===== src/rtl/cell_grid_renderer_if.sv =====
// cell_grid_renderer_if: control and pixel-stream bundle between the renderer, its controller and vga_adapter.
interface cell_grid_renderer_if #(
   parameter int COLS = 8,
   parameter int ROWS = 8
);
   localparam int N  = COLS * ROWS;
   localparam int IW = (N > 1) ? $clog2(N) : 1;
   logic          start;
   logic          abort;
   logic [N-1:0]  grid;
   logic          cursor_en;
   logic [IW-1:0] cursor_idx;
   logic          busy;
   logic          done;
   logic [7:0]    x;
   logic [6:0]    y;
   logic [2:0]    colour;
   logic          plot;
   modport master (output start, abort, grid, cursor_en, cursor_idx,
                   input  busy, done, x, y, colour, plot);
   modport slave  (input  start, abort, grid, cursor_en, cursor_idx,
                   output busy, done, x, y, colour, plot);
endinterface


===== src/rtl/cell_grid_renderer.sv =====
// cell_grid_renderer: snapshots the cell grid and streams it as CELL_PX squares, one pixel per cycle.
module cell_grid_renderer #(
   parameter int         COLS          = 8,
   parameter int         ROWS          = 8,
   parameter int         CELL_PX       = 4,
   parameter int         X_ORG         = 0,
   parameter int         Y_ORG         = 0,
   parameter logic [2:0] LIVE_COLOUR   = 3'b100,
   parameter logic [2:0] DEAD_COLOUR   = 3'b000,
   parameter logic [2:0] CURSOR_COLOUR = 3'b010
) (
   input logic                   clk,
   input logic                   resetN,
   cell_grid_renderer_if.slave   bus
);
   localparam int N  = COLS * ROWS;
   localparam int IW = (N > 1) ? $clog2(N) : 1;
   localparam int PW = (CELL_PX > 1) ? $clog2(CELL_PX) : 1;
   localparam int CW = (COLS > 1) ? $clog2(COLS) : 1;
   localparam int RW = (ROWS > 1) ? $clog2(ROWS) : 1;
   localparam logic [1:0] S_IDLE = 2'd0, S_PLOT = 2'd1, S_FIN = 2'd2;

   logic [1:0]    r_state;
   logic [N-1:0]  r_grid;
   logic          r_cen;
   logic [IW-1:0] r_cidx;
   logic [PW-1:0] r_px, r_py;
   logic [CW-1:0] r_col;
   logic [RW-1:0] r_row;
   logic          r_last, r_busy, r_done, r_plot;
   logic [7:0]    r_x;
   logic [6:0]    r_y;
   logic [2:0]    r_colour;

   // In IDLE the pixel emitted on the accepting edge is built from the live inputs at counter zero.
   logic          w_idle;
   logic [N-1:0]  w_grid;
   logic          w_cen;
   logic [IW-1:0] w_cidx, w_cell;
   logic [PW-1:0] w_px, w_py, w_n_px, w_n_py;
   logic [CW-1:0] w_col, w_n_col;
   logic [RW-1:0] w_row, w_n_row;
   logic          w_px_end, w_col_end, w_py_end, w_row_end, w_end, w_border, w_step;
   logic [7:0]    w_x;
   logic [6:0]    w_y;
   logic [2:0]    w_colour;

   assign w_idle    = r_state == S_IDLE;
   assign w_grid    = w_idle ? bus.grid : r_grid;
   assign w_cen     = w_idle ? bus.cursor_en : r_cen;
   assign w_cidx    = w_idle ? bus.cursor_idx : r_cidx;
   assign w_px      = w_idle ? '0 : r_px;
   assign w_py      = w_idle ? '0 : r_py;
   assign w_col     = w_idle ? '0 : r_col;
   assign w_row     = w_idle ? '0 : r_row;
   assign w_px_end  = w_px == PW'(CELL_PX - 1);
   assign w_py_end  = w_py == PW'(CELL_PX - 1);
   assign w_col_end = w_col == CW'(COLS - 1);
   assign w_row_end = w_row == RW'(ROWS - 1);
   assign w_end     = w_px_end && w_col_end && w_py_end && w_row_end;
   assign w_n_px    = w_px_end ? '0 : w_px + 1'b1;
   assign w_n_col   = !w_px_end ? w_col : w_col_end ? '0 : w_col + 1'b1;
   assign w_n_py    = !(w_px_end && w_col_end) ? w_py : w_py_end ? '0 : w_py + 1'b1;
   assign w_n_row   = !(w_px_end && w_col_end && w_py_end) ? w_row : w_row_end ? '0 : w_row + 1'b1;
   assign w_cell    = IW'(int'(w_row) * COLS + int'(w_col));
   assign w_border  = (w_px == '0) || w_px_end || (w_py == '0) || w_py_end;
   assign w_colour  = (w_cen && w_cell == w_cidx && w_border) ? CURSOR_COLOUR :
                      w_grid[w_cell] ? LIVE_COLOUR : DEAD_COLOUR;
   assign w_x       = 8'(X_ORG + int'(w_col) * CELL_PX + int'(w_px));
   assign w_y       = 7'(Y_ORG + int'(w_row) * CELL_PX + int'(w_py));
   assign w_step    = (w_idle && bus.start) || (r_state == S_PLOT && !bus.abort && !r_last);

   always_ff @(posedge clk or negedge resetN)
      if (!resetN) begin
         r_state  <= S_IDLE;
         r_grid   <= '0;
         r_cen    <= 1'b0;
         r_cidx   <= '0;
         r_px     <= '0;
         r_py     <= '0;
         r_col    <= '0;
         r_row    <= '0;
         r_last   <= 1'b0;
         r_busy   <= 1'b0;
         r_done   <= 1'b0;
         r_plot   <= 1'b0;
         r_x      <= '0;
         r_y      <= '0;
         r_colour <= '0;
      end else begin
         r_done <= 1'b0;
         if (w_step) begin
            r_state  <= S_PLOT;
            r_busy   <= 1'b1;
            r_plot   <= 1'b1;
            r_x      <= w_x;
            r_y      <= w_y;
            r_colour <= w_colour;
            r_px     <= w_n_px;
            r_py     <= w_n_py;
            r_col    <= w_n_col;
            r_row    <= w_n_row;
            r_last   <= w_end;
         end else if (r_state == S_PLOT) begin
            // Abort outranks completion, so an aborted frame never reports done.
            r_state <= bus.abort ? S_IDLE : S_FIN;
            r_done  <= !bus.abort;
            r_busy  <= 1'b0;
            r_plot  <= 1'b0;
         end else begin
            r_state <= S_IDLE;
         end
         if (w_idle && bus.start) begin
            r_grid <= bus.grid;
            r_cen  <= bus.cursor_en;
            r_cidx <= bus.cursor_idx;
         end
      end

   assign bus.busy   = r_busy;
   assign bus.done   = r_done;
   assign bus.plot   = r_plot;
   assign bus.x      = r_x;
   assign bus.y      = r_y;
   assign bus.colour = r_colour;
endmodule

===== src/flat_wrapper.sv =====
// flat-port wrapper written by rule: the top's interface ports become plain ports
module cell_grid_renderer_flat 
#(
   parameter int         COLS          = 8,
   parameter int         ROWS          = 8,
   parameter int         CELL_PX       = 4,
   parameter int         X_ORG         = 0,
   parameter int         Y_ORG         = 0,
   parameter logic [2:0] LIVE_COLOUR   = 3'b100,
   parameter logic [2:0] DEAD_COLOUR   = 3'b000,
   parameter logic [2:0] CURSOR_COLOUR = 3'b010
)
  (clk, resetN, bus_start, bus_abort, bus_grid, bus_cursor_en, bus_cursor_idx, bus_busy, bus_done, bus_x, bus_y, bus_colour, bus_plot);
  cell_grid_renderer_if #(.COLS(COLS), .ROWS(ROWS)) bus_i ();
  input logic clk;
  input logic resetN;
  input wire logic [$bits(bus_i.start)-1:0] bus_start;
  input wire logic [$bits(bus_i.abort)-1:0] bus_abort;
  input wire logic [$bits(bus_i.grid)-1:0] bus_grid;
  input wire logic [$bits(bus_i.cursor_en)-1:0] bus_cursor_en;
  input wire logic [$bits(bus_i.cursor_idx)-1:0] bus_cursor_idx;
  output wire logic [$bits(bus_i.busy)-1:0] bus_busy;
  output wire logic [$bits(bus_i.done)-1:0] bus_done;
  output wire logic [$bits(bus_i.x)-1:0] bus_x;
  output wire logic [$bits(bus_i.y)-1:0] bus_y;
  output wire logic [$bits(bus_i.colour)-1:0] bus_colour;
  output wire logic [$bits(bus_i.plot)-1:0] bus_plot;
  assign bus_i.start = bus_start;
  assign bus_i.abort = bus_abort;
  assign bus_i.grid = bus_grid;
  assign bus_i.cursor_en = bus_cursor_en;
  assign bus_i.cursor_idx = bus_cursor_idx;
  assign bus_busy = bus_i.busy;
  assign bus_done = bus_i.done;
  assign bus_x = bus_i.x;
  assign bus_y = bus_i.y;
  assign bus_colour = bus_i.colour;
  assign bus_plot = bus_i.plot;
  cell_grid_renderer #(.COLS(COLS), .ROWS(ROWS), .CELL_PX(CELL_PX), .X_ORG(X_ORG), .Y_ORG(Y_ORG), .LIVE_COLOUR(LIVE_COLOUR), .DEAD_COLOUR(DEAD_COLOUR), .CURSOR_COLOUR(CURSOR_COLOUR)) u_core (.clk(clk), .resetN(resetN), .bus(bus_i));
endmodule

===== config.mk =====
export PLATFORM = sky130hd
export DESIGN_NAME = cell_grid_renderer_flat
export DESIGN_NICKNAME = d
export VERILOG_FILES = /design/src/rtl/cell_grid_renderer_if.sv /design/src/rtl/cell_grid_renderer.sv /design/src/flat_wrapper.sv
export SDC_FILE = /design/constraint.sdc
export NUM_CORES = 1
export LEC_CHECK = 0
export CORE_ASPECT_RATIO = 0.9
export CORE_UTILIZATION = 50
export CTS_CLUSTER_DIAMETER = 40
export DETAILED_ROUTE_END_ITERATION = 8
export GPL_ROUTABILITY_DRIVEN = 1
export PLACE_DENSITY = 0.86
export SETUP_SLACK_MARGIN = 0.4
export SKIP_LAST_GASP = 1
export SYNTH_ARGS = -nofsm -noshare
export SYNTH_HDL_FRONTEND = slang
export SYNTH_SLANG_ARGS = --single-unit

===== constraint.sdc =====
create_clock -name clk -period 2.9 [get_ports clk]
set_input_delay 0.58 -clock clk [delete_from_list [all_inputs] [get_ports clk]]
set_output_delay 0.58 -clock clk [all_outputs]
set_load 0.01 [all_outputs]

After elaboration in Yosys (flattened, before gate mapping) --
Cells that the tools add are included.
Storage, ports and cells: logic and storage cells 71, output and inout port bits 21, bits of input ports 75, register bits 104
Cells by class: reductions and logical operators 18, order comparisons 1, eq/ne operators 6, $add $sub $neg 7, mux-type cells 25
Operators with widths (count):
- two-way mux 64 bit | 1
- two-way mux 3 bit | 8
- two-way mux 2 bit | 8
- adder 5 x 2 -> 6 bit | 2
- logical AND 1 bit | 8
- < comparator 6 x 7 -> 1 bit, second input constant | 1
- adder 3 x 1 -> 3 bit, second input constant | 2
- adder 6 x 3 -> 6 bit | 1
- binary-select mux 1 bit (select 6 bit) | 1
- equality test 3 bit, second input constant | 2
- equality test 6 bit | 1
- zero test 2 bit | 3
- two-way mux 1 bit | 6
- two-way mux 6 bit | 1
- adder 2 x 1 -> 2 bit, second input constant | 2
- equality test 2 bit, second input constant | 2
- logical OR 1 bit | 4
- equality test 2 x 1 -> 1 bit, second input constant | 1
- zero test 1 bit | 2
- nonzero test 2 bit | 1

Logic depth before layout (Yosys ltp) --
Gate-level depths: netlist of run 1.
depth after elaboration 8, gate-level depth with buffers 10, gate-level depth less buffers 9

Worst setup path before layout of run 1 --
OpenSTA, ideal clock, no wires.
kind reg2reg, from register u_core.bus.done (netlist name), to register u_core.r_colour[2] (netlist: u_core.bus.colour[2]), cell stages (with the launch flop) 9, setup slack 0.641 ns, arrival time 2.158 ns, clock period less this slack 2.259 ns, buffers on the path 1, path through dfrtp_1 -> or2_2 -> clkbuf_1 -> and2_1 -> ha_1 -> nor3b_1 -> a31o_2 -> a31oi_1 -> o32ai_1
RTL lines:
- end signal: assignment | line cell_grid_renderer.sv:98 | r_colour <= w_colour;
- end: declaration | line cell_grid_renderer.sv:33 | logic [2:0] r_colour;

==> results of run 1 <==
state kept, by name, summed over array words and instances (netlist names):
register           flops
u_core.r_cidx          6
u_core.bus.done        1
u_core.bus.x           5
u_core.r_row           3
u_core.r_last          1
u_core.r_px            2
u_core.r_grid         64
u_core.bus.y           5
u_core.bus.busy        1
u_core.r_state         1
u_core.r_cen           1
u_core.bus.colour      2
u_core.r_col           3
u_core.r_py            2
critical path, cell delays in order, from the launching register on:
cell	delay, ns
dfrtp_1	0.49
or2_2	0.44
and2_1	0.21
ha_1	0.30
nor3b_2	0.26
a31o_2	0.19
a31oi_1	0.04
o32ai_1	0.33
synthesized netlist by cell type, drive strengths merged, types with 2 or more instances:
library cell / count / area [um^2]
nor4: 2 / 12.5
a21oi: 6 / 30.0
mux2: 73 / 822
mux2i: 5 / 50.1
a31oi: 2 / 12.5
dfrtp: 97 / 2430
o31ai: 2 / 15.0
a2111oi: 2 / 23.8
xor2: 7 / 61.3
nor4b: 3 / 41.3
nand2: 19 / 71.3
and3: 3 / 18.8
o21ai: 11 / 55.1
nand3: 8 / 40.0
a32o: 2 / 20.0
ha: 6 / 75.1
nor2: 9 / 33.8
clkbuf: 6 / 22.5
buf: 23 / 154
mux4: 15 / 375
a22o: 6 / 52.6
and2: 5 / 31.3
inv: 8 / 30.0
nor3: 2 / 10.0
nor3b: 3 / 22.5
layout by cell type (no fill, tap or decap), types with 3 or more instances in the layout:
cell / count
dfrtp_1: 97
clkdlybuf4s50_1: 88
mux2_2: 73
nand2_1: 19
buf_4: 12
o21ai_0: 11
mux4_1: 10
nor2_1: 9
clkbuf_8: 9
inv_1: 8
nand3_1: 8
xor2_1: 7
a21oi_1: 6
a22o_1: 6
ha_1: 6
conb_1: 6
and2_1: 5
mux4_2: 5
mux2i_1: 5
bufinv_16: 4
and3_1: 3
logic make-up after synthesis:
family,after synthesis
flip-flops,97
multiplexers,93
AND/OR/NAND/NOR,61
AO/OA/AOI/OAI,39
buffers and inverters,37
XOR/XNOR,7
adder cells (fa/ha/maj),6
other,1
layout make-up:
type                    instances  area share, %
repair buffers                100           16.5
clock inverters                 6           2.35
inverters                       8          0.512
flip-flops and latches         97           41.4
well taps                     119           2.54
multi-input cells             212           34.5
clock buffers                  10           2.17
final timing paths:
| path | end | slack (ns) | from | cells after the start |
|---|---|---|---|---|
| worst max-delay path | u_core.bus.colour[2] | 0.54 | u_core.bus.done | 7 |
| worst min-delay path | u_core.r_grid[13] | 0.28 | resetN | 1 |
| worst max register to register | u_core.bus.colour[2] | 0.54 | u_core.bus.done | 7 |
| worst min register to register | u_core.r_grid[49] | 0.50 | u_core.r_grid[49] | 1 |
| max in group asynchronous | u_core.r_grid[12] | 1.80 | resetN | 2 |
| min in group clk | u_core.r_grid[49] | 0.50 | u_core.r_grid[49] | 1 |
power by group through the flow:
stage / Sequential (mW) / Combinational (mW) / Clock (mW)
after floorplan: 1.71 / 0.512 / 0
after global placement: 1.74 / 0.728 / 0
after detailed placement: 1.76 / 0.758 / 0
after CTS: 1.74 / 0.762 / 1.15
after global routing: 1.76 / 0.824 / 1.20
final: 1.74 / 0.758 / 1.13
timing repair:
action / in CTS / in global routing
hold buffers: 0 / 0
gates resized for setup: 0 / 1
setup endpoints to repair: 0 / 1
metal layers:
| metal | up-vias | GRT usage (%) | share of wire [%] |
|---|---|---|---|
| met4 | 0 | 7.16 | 1.8 |
| met1 | 1571 | 28.0 | 42 |
| li1 | 1413 | - | - |
| met2 | 121 | 37.3 | 50 |
| met3 | 21 | 4.71 | 5.6 |
| met5 | - | 0 | 0 |
per-stage QoR:
stage	area [um^2]	instances	setup WS, ns
after floorplan	4650	346	0.641
after global placement	5600	536	0.497
after detailed placement	5600	536	0.433
after CTS	5860	552	0.484
after global routing	5870	552	0.366
final	5870	552	0.544
==> flow_summary_export.csv, run 1 <==
group,metric,value,unit
outcome,status,"completed",
finish,n_antenna_cell,0,
finish,final-seq-area,0.00243,mm^2
sta,rsz0062_at_grt,"no",
cts,cts_made_buffers,9,
synthesis,synth_seq_area_share,52.4,%
global_routing,grt_max_degree,64,
floorplanning,core_area,0.00877,mm^2
synthesis,ys_types,46,
synthesis,synth-adder-area-share,1.62,%
cts,cts.sink_count,97,
sta,finalHoldViolCount,0,
synthesis,synth_edf_count,0,
routing,drt_iter0_markers,105,
cts,cts_tree,"built",
critical_path,worstPathArrival,2.61,ns
cts,cts_post_setup_buffers_inserted,0,
sta,finalCritPeriodShare,81.3,%
floorplanning,start_util,52.8,%
sta,whs,0.282,ns
power,pwr_density_cell,618,mW/mm^2
sta,final-setup-viol-count,0,
critical_path,path_max_fanout,11,
sta,slew_headroom,47.1,%
global_routing,grt_pass1_wl,15.8,mm
synthesis,syn_inst,341,
sta,worstMarginPinSlew,0.793,ns
worst_hold_path,hold_path_class,"primary input to async pin",
sta,drv_slew,0,
routing,drt_wl_total,9.75,mm
cts,cts.htree.levels,3,
power,combinationalPowerShare,20.9,%
synthesis,postSynthAreaPerCell,13.6,um^2
finish,fillers,612,
sta,fin_skew,0.0126,ns
global_routing,grt.overflow.total,0,
synthesis,synth_top_family_by_area,"multiplexers",
routing,routedWlPerCell,17.7,um
finish,nNetsFinal,509,
synthesis,yosys.area_share.simple,7.18,%
sta,setup_tns,0,ns
finish,area_growth,26.7,%
power,leakage,2.51,nW
floorplanning,io_pins,96,
finish,multi_input_area,0.00203,mm^2
power,vdd_ir_drop_max,0.000336,V
finish,post-route-util,66.9,%
placed_design,dp_hpwl,7.02,mm
cts,clock_latency,0.36,ns
synthesis,muxShareOfSynthArea,26.9,%
routing,drc_errors,0,
power,p_int,2.73,mW
power,power_switching,894,uW
synthesis,ys.flop_type,"dfrtp_1",
floorplanning,fp-row-count,32,
cts,cts-root-buf,"clkbuf_8",
synthesis,synth_compound_area_share,6.02,%
floorplanning,chipWidth,103,um
critical_path,critPathKind,"flop to flop",
sta,fin_crit,2.36,ns
global_routing,first_global_vias,3250,
synthesis,async_flop_share,100,%
critical_path,startpoint_type,"flop",
floorplanning,die_y,93.3,um
global_routing,antenna_found_initial,0,
power,power_frac_seq,47.9,%
placed_design,gp_congestion,0.813,
synthesis,synthesis.area,0.00463,mm^2
cts,clk_pin_slew_worst_paths,0.09,ns
sta,timing.fmax,0.424,GHz
synthesis,synth_warnings,0,
power,p_sw_share,24.7,%
critical_path,cp.required,3.16,ns
power,power.share.clock,31.1,%
floorplanning,fp.dieArea,0.00966,mm^2
routing,dr.pass1.iters,5,
synthesis,synth.ff_latch_count,97,
placed_design,io_buffer_count,89,
global_routing,grt_usage,22.0,%
routing,drtAntennaViolNets,0,
critical_path,crit_path_end_kind,"flop",
routing,viasPerCell,5.66,
synthesis,synth_xor_area_share,1.32,%
cts,cts_buffer_depth,2,
routing,vias,3126,
finish,drive_gt1_share,25.9,%
job,max_cap_viol_count,0,
power,power,3.62,mW
No activity file was read; power rests on OpenSTA's default activity.
==> inputs of run 2 (changes only) <==
Settings changed: CORE_UTILIZATION 50 to 46, PLACE_DENSITY 0.86 to 0.84.
Clock period 2.9 ns to 1.95 ns, I/O delays scaled along.
==> run 2 against run 1 <==
Against the previous run: the run now ends with negative setup slack left; via count increased by 11%; critical path depth decreased by 1; sequential cell count unchanged; first-iteration DRC count increased by 86%; critical endpoint unchanged; highest routed layer unchanged.
==> flow_summary_export.csv, run 2 (synthesized netlist as in run 1, its figures left out) <==
group,metric,value,unit
power,p_int,4.10,mW
power,power_frac_seq,46.0,%
power,pwr_density_cell,827,mW/mm^2
power,power_switching,1.56,mW
floorplanning,core_area,0.00974,mm^2
placed_design,gp_congestion,0.867,
critical_path,path_max_fanout,14,
critical_path,reg2reg_to,"u_core.bus.colour[2]",
sta,fin_skew,0.0140,ns
job,max_cap_viol_count,0,
sta,whs,0.505,ns
global_routing,first_global_vias,3601,
finish,largest_reg_flops,64,
finish,post-route-util,70.3,%
routing,dr.pass1.iters,4,
critical_path,startpoint,"u_core.r_col[1]",
critical_path,rrSetupSlack,-0.07,ns
critical_path,worstPathArrival,2.28,ns
cts,cts.sink_count,97,
power,leakage,3.01,nW
floorplanning,fp-row-count,34,
finish,reg_top3,"u_core.r_grid (64), u_core.r_cidx (6)",
routing,drt_wl_total,12.8,mm
outcome,violations,"negative setup slack",
power,p_sw_share,27.6,%
global_routing,grt_pass1_wl,18.9,mm
power,combinationalPowerShare,28.2,%
sta,setup_slack,-0.0692,ns
routing,drtAntennaViolNets,0,
worst_hold_path,holdPathStages,1,
cts,clock_latency,0.38,ns
finish,final_common_cell,"dfrtp_1",
finish,final_cell_mix,"dfrtp_1 (96), clkdlybuf4s50_1 (72), mux2_2 (71)",
sta,finalHoldViolCount,0,
power,vdd_ir_drop_max,0.000456,V
critical_path,cp.required,2.21,ns
routing,routedWlPerCell,20.7,um
floorplanning,die_y,97.2,um
global_routing,grt_use_met3,4.29,%
cts,cts-root-buf,"clkbuf_8",
power,power.share.clock,25.9,%
global_routing,antenna_found_initial,0,
sta,slew_headroom,66.6,%
cts,clk_pin_slew_worst_paths,0.10,ns
cts,cts_buffer_depth,2,
global_routing,gr-max-usage-layer,"met2",
sta,fin_crit,2.02,ns
finish,area_growth,47.8,%
global_routing,use_met1,30.6,%
global_routing,grt_usage,24.1,%
finish,regMostFlops,"u_core.r_grid",
worst_hold_path,hold_path_class,"flop to flop",
floorplanning,io_pins,96,
power,power,5.67,mW
routing,vias,3476,
finish,drive_gt1_share,42.8,%
critical_path,critPathKind,"flop to flop",
placed_design,dp_hpwl,7.55,mm
critical_path,r2r-start,"u_core.r_col[1]",
worst_hold_path,min_to,"u_core.bus.x[2]",
sta,timing.fmax,0.495,GHz
cts,cts.htree.levels,3,
global_routing,grt_max_degree,37,
routing,drc_errors,0,
finish,nNetsFinal,567,
critical_path,crit_path_end_kind,"flop",
floorplanning,fp.dieArea,0.0105,mm^2
cts,cts_made_buffers,9,
floorplanning,chipWidth,108,um
cts,cts_tree,"built",
global_routing,met2_usage,39.7,%
finish,n_antenna_cell,0,
critical_path,r2r_cells,6,
routing,viasPerCell,5.63,
sta,drv_slew,0,
sta,rsz0062_at_grt,"yes",
sta,final-setup-viol-count,6,
sta,finalCritPeriodShare,104,%
worst_hold_path,hp-start,"u_core.bus.x[2]",
global_routing,grt.overflow.total,0,
floorplanning,start_util,47.6,%
sta,worstMarginPinSlew,0.501,ns
outcome,status,"finished, violations left",
routing,drt_iter0_markers,195,
placed_design,io_buffer_count,89,
critical_path,startpoint_type,"flop",
[run 2: worst max-delay path by stage]
stage	end
2_1_floorplan	u_core.bus.colour[2]
3_3_place_gp	u_core.bus.colour[2]
3_5_place_dp	u_core.bus.colour[2]
4_1_cts	u_core.bus.colour[2]
5_1_grt	u_core.bus.colour[2]
6_report	u_core.bus.colour[2]
[run 2: through the flow]
stage	worst slack, ns	TNS, ns	instance area, um^2	std cells
CTS	-0.00652	-0.00652	6530	603
detailed placement	-0.319	-6.46	5860	563
global placement	-0.219	-4.88	5860	563
finish	-0.0692	-0.197	6850	617
floorplan	0.0367	0	4730	346
global route	-0.123	-0.388	6850	617
[run 2: routing by layer]
metal	wire, um	vias up	part of all wire [%]
met5	0	-	0
met4	453	0	3.6
met3	684	36	5.4
met2	6410	145	50
met1	5210	1761	41
li1	-	1534	-
[run 2: what timing repair did]
action | in CTS | in global routing
pin swaps | 6 | 19
setup endpoints to repair | 82 | 95
buffers inserted | 15 | 12
gates resized for setup | 73 | 36
cloned | 8 | 2
endpoints found under the hold margin | 33 | 0
hold buffers | 1 | 0
[run 2: worst max-delay path, cell delays in order, from the launching register on]
cell and delay (ns):
dfrtp_1 0.43, buf_12 0.17, mux2_2 0.37, nor3b_1 0.29
nor4_1 0.12, a2111oi_2 0.39, o32ai_1 0.14
[run 2: layout make-up]
class | count | area (um^2)
Tap cell | 126 | 158
Sequential cell | 97 | 2430
Inverter | 8 | 30.0
Clock inverter | 7 | 93.8
Fill cell | 627 | 2890
Multi-Input combinational cell | 213 | 2250
Clock buffer | 9 | 124
Timing Repair Buffer | 157 | 1770
[run 2: power groups by stage]
| stage | combinational [mW] | sequential (mW) | clock, mW |
|---|---|---|---|
| floorplan | 0.801 | 2.55 | 0 |
| global placement | 1.18 | 2.58 | 0 |
| detailed placement | 1.23 | 2.61 | 0 |
| CTS | 1.45 | 2.57 | 1.47 |
| global route | 1.69 | 2.64 | 1.56 |
| finish | 1.60 | 2.60 | 1.47 |
